[src/rtl/aes_pkg.sv]
// Shared AES datapath types and constants: 128-bit state viewed as four
// 32-bit columns, column 0 in the most significant word.
package aes_pkg;

   localparam int AES_STATE_W  = 128;
   localparam int AES_WORD_W   = 32;
   localparam int AES_NUM_COLS = AES_STATE_W / AES_WORD_W;

   typedef logic [AES_STATE_W-1:0] aes_state_t;
   typedef logic [AES_WORD_W-1:0]  aes_word_t;

   // Column c occupies bits [127-32c -: 32] (column-major byte order).
   function automatic aes_word_t get_column(input aes_state_t s, input int c);
      return s[AES_STATE_W-1-c*AES_WORD_W -: AES_WORD_W];
   endfunction

endpackage

[src/rtl/aes_xor_word.sv]
// One AES state column (32 bits) XORed with the matching round-key column.
module aes_xor_word
   import aes_pkg::*;
(
   input  logic [AES_WORD_W-1:0] state_word,
   input  logic [AES_WORD_W-1:0] key_word,
   output logic [AES_WORD_W-1:0] result_word
);

   assign result_word = state_word ^ key_word;

endmodule

[src/rtl/aes_add_roundkey.sv]
// AES AddRoundKey: state XOR round key, either purely combinational
// (OUT_REG=0) or behind a single valid/ready pipeline register (OUT_REG=1).
module aes_add_roundkey
   import aes_pkg::*;
#(
   parameter int OUT_REG = 0,
   parameter int STATE_W = AES_STATE_W
)(
   input  logic               clk,
   input  logic               rst,
   input  logic [STATE_W-1:0] input_state,
   input  logic [STATE_W-1:0] key,
   input  logic               in_valid,
   output logic               in_ready,
   output logic [STATE_W-1:0] output_state,
   output logic               out_valid,
   input  logic               out_ready
);

   // Handshake: a transfer happens on a rising edge where valid && ready.
   // valid never waits on ready; once raised, valid and data hold until
   // the transfer; ready may depend on valid of the downstream side only.
   aes_state_t xor_result;

   for (genvar c = 0; c < AES_NUM_COLS; c++) begin : g_col
      aes_xor_word u_xor_word (
         .state_word  (get_column(input_state, c)),
         .key_word    (get_column(key, c)),
         .result_word (xor_result[AES_STATE_W-1-c*AES_WORD_W -: AES_WORD_W])
      );
   end

   if (OUT_REG == 0) begin : g_comb
      // Clock and reset are intentionally unused in the combinational build.
      logic unused_sync;
      assign unused_sync  = clk ^ rst;

      assign output_state = xor_result;
      assign out_valid    = in_valid;
      assign in_ready     = out_ready;
   end else begin : g_reg
      logic       valid_q;
      aes_state_t data_q;
      logic       accept;

      // Register is free when empty or when its content leaves this cycle.
      assign in_ready = !valid_q || out_ready;
      assign accept   = in_valid && in_ready;

      always_ff @(posedge clk) begin
         if (rst) begin
            valid_q <= 1'b0;
            data_q  <= '0;
         end else if (accept) begin
            data_q  <= xor_result;
            valid_q <= 1'b1;
         end else if (out_ready) begin
            valid_q <= 1'b0;
         end
      end

      assign output_state = data_q;
      assign out_valid    = valid_q;
   end

endmodule

[config.mk]
export PLATFORM = sky130hd
export DESIGN_NAME = aes_add_roundkey
export DESIGN_NICKNAME = d
export VERILOG_FILES = /design/src/rtl/aes_pkg.sv /design/src/rtl/aes_xor_word.sv /design/src/rtl/aes_add_roundkey.sv
export SDC_FILE = /design/constraint.sdc
export NUM_CORES = 1
export LEC_CHECK = 0
export CAP_MARGIN = 20
export CORE_AREA = 2 2 152 154
export DETAILED_ROUTE_END_ITERATION = 8
export DIE_AREA = 0 0 154 156
export PLACE_DENSITY = 0.35
export SKIP_LAST_GASP = 1
export SYNTH_ARGS = -nofsm -noshare
export SYNTH_HDL_FRONTEND = slang
export SYNTH_SLANG_ARGS = --single-unit
[constraint.sdc]
create_clock -name vclk -period 0.8
set_clock_uncertainty 0.05 [all_clocks]
set_input_delay 0.16 -clock vclk [all_inputs]
set_output_delay 0.16 -clock vclk [all_outputs]
set_load 0.01 [all_outputs]
==> summary.txt, run 1 <==
Logic synthesis
  • Synth unique cells: 2
  • Post-synth top cells: xor2_1 (128), buf_4 (2)
  • Warnings, synthesis: 0
  • Share of the synthesized area in the top cell type: 98.68%
  • Post-Syn Instances: 130
  • Top cells by area, synth: xor2_1 (99%), buf_4 (1.3%)
  • Syn_area_per_cell: 8.739 um^2
  • Mapped Nets: 390
  • Most frequent cell after synthesis: xor2_1
  • Yosys top cell by area: xor2_1
  • Mapped cell area: 0.001136 mm^2
  • Post-synthesis sequential area ratio: 0%

Critical path
  • Critical path type: input pin to output pin
  • Worst setup EP type: output pin
  • Critical path required time: 590 ps
  • Crit-path max FO: 1
  • Crit path DAT: 610 ps
  • Startpoint types: input pin

Global routing
  • GRT Overall Usage: 7.975%
  • GR Overflow Total: 0
  • Vias in the first global route: 2466
  • Largest net degree at the start of global routing: 2
  • Global-route wire length before repair: 14850 um
  • Initial antenna violation count: 1

Cells and area
  • FFs & Latches: 0
  • Fraction of layout cells with a size suffix above 1: 78.71%
  • Layout clock buffers: 0
  • Sequential Area: 0 um^2
  • Syn-to-layout area delta: 253.3%
  • Layout net count: 774

Timing
  • RSZ-0062 raised after global routing: true
  • Max Freq: 1220 MHz
  • Final hold vios: 0
  • Slew Viols, Final: 0
  • Min Clock Period, post-route: 819.6 ps
  • Slew Limit Headroom: 88.83%
  • Final worst slack: -19.63 ps
  • Worst hold slack: 270.1 ps
  • Tightest Pin Transition: 167.3 ps
  • Part of the cycle the worst path needs: 102.5%
  • Setup violators final: 4

Die
  • Chip height: 156 um
  • Initial Utilization: 5.080%
  • I/O pins: 390
  • Die width: 154 um
  • Floorplan row count: 55
  • Core area: 0.02237 mm^2
  • Die ar.: 0.02402 mm^2

Min path
  • Worst hold path type: input pin to output pin

Status
  • Status: finished with violations
  • Failing checks: negative setup slack

Placement
  • Worst slack, placed: -918.4 ps
  • Port buffer count: 384
  • Gpl congestion: 0.7516
  • DP Wirelength: 10180 um

Drt
  • Vias per cell: 2.919
  • DRT Pass-1 Iters: 4
  • Routed vias: 2329
  • Initial DRC Count: 53
  • Wire per inst: 13.74 um
  • DR DRC count: 0
  • Routed Antenna Nets: 0
  • Post-Route WL: 10960 um

Power
  • Leak Pwr: 2.236 nW
  • VDD IR max: 0.1477 mV
  • PD cells: 640.3 mW/mm^2

Clock tree
  • Setup repair bufs after CTS: 0
  • Post-cts hold buffer count: 0

Run
  • Max-cap violations: 0
## metal layers
metal / GRT usage, % / part of all wire, % / vias up
li1: - / - / 1134
met1: 8.312 / 32 / 1001
met2: 16.29 / 57 / 190
met3: 2.222 / 10 / 4
met4: 0.6676 / 0.65 / 0
met5: 0 / 0 / -
## repair_timing
action	CTS	global route
pin swaps	128	37
resized for setup	1446	60
cloned	0	0
endpoints found under the setup margin	128	43
hold endpoints to repair	0	0
## stage by stage
step | utilization, % | total power [W] | instance area, um^2 | cells | TNS (ps)
final | 17.95 | 0.002570 | 4014 | 798 | -34.22
after global routing | 17.95 | 0.002769 | 4014 | 798 | -159.6
after CTS | 16.31 | 0.002454 | 3649 | 797 | -144.1
after detailed placement | 23.82 | 0.003613 | 5326 | 798 | -98120
after global placement | 23.82 | 0.003630 | 5326 | 798 | -98140
after floorplan | - | 0.0007978 | 1136 | 130 | 0
## power breakdown
part / switching, W / total, W / internal (W)
registers: 0 / 0 / 0
logic: 0.00118 / 0.00257 / 0.00139
clock network: 0 / 0.000000000168 / 0.000000000168
total: 0.00118 / 0.00257 / 0.00139
## worst max-delay path: stages
cell	delay, ps
buf_6	90
xor2_2	180
buf_2	170
## logic make-up after synthesis
family	synth area share (%)
buffers and inverters	1.321
xor gates and xnor gates	98.68
## worst paths after layout
| check | from | end | slack [ps] | cells after the start |
|---|---|---|---|---|
| worst max-delay path | key[30] | output_state[30] | -20 | 3 |
| worst min-delay path | out_ready | in_ready | 270 | 0 |
## layout by cell type (no fill, tap or decap), drive strengths merged
| master | count |
|---|---|
| diode | 1 |
| buf | 384 |
| xor2 | 128 |
## final cells by class
class              count  area, um^2
well taps            285       356.6
fillers             2649       18350
multi-input cells    128        1297
repair buffers       384        2357
diodes                 1       2.502
Note: power is estimated with default switching activity, not from simulation.
==> run 2: changes to the inputs <==
CORE_AREA = 5 5 147 149   (was 2 2 152 154)
DIE_AREA = 0 0 152 154   (was 0 0 154 156)
PLACE_DENSITY = 0.39   (was 0.35)
TNS_END_PERCENT = 1   (was default)
==> run 2 against run 1 <==
The run still ends with negative setup slack left. Non-clock buffer count unchanged. Global-route usage up 0.80 points. Via count up 1.7%. Power down 1.2%. Fmax down 6.3%. Largest power group unchanged. Utilization up 3.5 points. Combinational power about the same.
==> summary.txt, run 2 (synthesis gave the netlist of run 1 again) <==
Status
  • Status: finished with violations
  • Failing checks: negative setup slack

Timing
  • Min Clock Period, post-route: 874.6 ps
  • Max Freq: 1143 MHz
  • Final hold vios: 0
  • Slew Limit Headroom: 87.96%
  • Setup violators final: 103
  • RSZ-0062 raised after global routing: true
  • Final worst slack: -74.56 ps
  • Tightest Pin Transition: 180.0 ps
  • Part of the cycle the worst path needs: 109.3%
  • Slew Viols, Final: 0

Drt
  • WL met2: 6417 um
  • DRT Pass-1 Iters: 4
  • Wire per inst: 14.84 um
  • Routed vias: 2368
  • DR DRC count: 0
  • Routed Antenna Nets: 0
  • Vias per cell: 3.024
  • Top sig layer: met4
  • Post-route met1 wirelength: 3879 um
  • Met3 routed wirelength: 1298 um
  • Initial DRC Count: 41
  • Post-Route WL: 11620 um

Critical path
  • Startpoint types: input pin
  • Crit path max-delay cell type: dlygate4sd2_1
  • Crit-path max FO: 1
  • Worst setup EP type: output pin
  • Slowest stage delay, CP: 240 ps
  • Crit-path cells: dlygate4sd2_1, xor2_1, buf_2
  • Critical path type: input pin to output pin
  • Crit path DAT: 660 ps
  • Critical path required time: 590 ps

Placement
  • DP Wirelength: 11070 um
  • Gpl congestion: 0.8139
  • Port buffer count: 384

Clock tree
  • Post-cts hold buffer count: 0
  • Setup repair bufs after CTS: 0

Global routing
  • GR Overflow Total: 0
  • Vias in the first global route: 2654
  • Initial antenna violation count: 1
  • Largest net degree at the start of global routing: 2
  • Global-route wire length before repair: 16290 um
  • GRT Overall Usage: 8.779%

Die
  • I/O pins: 390
  • Initial Utilization: 5.669%
  • Die ar.: 0.02341 mm^2
  • Core area: 0.02004 mm^2
  • Die width: 152 um
  • Floorplan row count: 52
  • Chip height: 154 um

Min path
  • Worst hold path type: input pin to output pin

Cells and area
  • Layout net count: 774
  • Leading cell types in the layout, fill and taps excluded: buf_2 (178), clkdlybuf4s15_1 (156), xor2_1 (123), clkbuf_2 (32), dlygate4sd2_1 (13)
  • FFs & Latches: 0
  • Multi-input logic area: 0.001170 mm^2
  • Syn-to-layout area delta: 278.0%
  • Core Util, Final: 21.43%
  • Sequential Area: 0 um^2
  • Fraction of layout cells with a size suffix above 1: 42.97%
  • Commonest non-fill, non-tap cell in the layout: buf_2
  • Layout clock buffers: 0
  • Fillcell total: 2372

Power
  • Final Power: 0.002538 W
  • VDD IR max: 0.1531 mV
  • Leak Pwr: 2.197 nW
  • PD cells: 591.1 mW/mm^2

Run
  • Max-cap violations: 0
[run 2: worst paths after layout]
path | from | to | slack, ps | cells past startpoint
max | key[2] | output_state[2] | -70 | 3
min | in_valid | out_valid | 270 | 0
[run 2: per-stage QoR]
step           area (um^2)  hold slack, ps  std cells  setup slack (ps)  TNS, ps
4_1_cts               4461           270.2        782            -77.99    -6879
5_1_grt               4294           270.1        783            -94.74    -8549
6_report              4294           270.1        783            -74.56    -4426
3_5_place_dp          5320           270.2        783            -895.7   -98500
2_1_floorplan         1136           346.0        130             210.2        0
3_3_place_gp          5320           270.2        783            -918.0   -98490
[run 2: worst max-delay path, delay by kind of cell]
kind | cells | cell delay [ps]
buffers and inverters | 2 | 370
XOR/XNOR | 1 | 130
[run 2: metal layers]
layer | track usage (%) | up-vias
li1 | - | 1148
met1 | 8.704 | 1002
met2 | 17.99 | 216
met3 | 3.260 | 2
met4 | 0.5565 | 0
met5 | 0 | -
[run 2: power breakdown]
group	internal (W)	leakage (nW)	total, W	switching, W
clock network	0.000000000168	0.00000634	0.000000000168	0
logic	0.00138	2.20	0.00254	0.00115
registers	0	0	0	0
total	0.00138	2.20	0.00254	0.00115
[run 2: area by class of cell]
| type | count | area share (%) |
|---|---|---|
| Antenna cell | 1 | 0.05828 |
| Multi-Input combinational cell | 128 | 27.24 |
| Tap cell | 270 | 7.867 |
| Timing Repair Buffer | 384 | 64.83 |
[run 2: repair_timing]
| action | CTS | global route |
|---|---|---|
| pin swaps | 125 | 40 |
| endpoints found under the setup margin | 128 | 128 |
| hold endpoints to repair | 0 | 0 |
| resized for setup | 1086 | 49 |
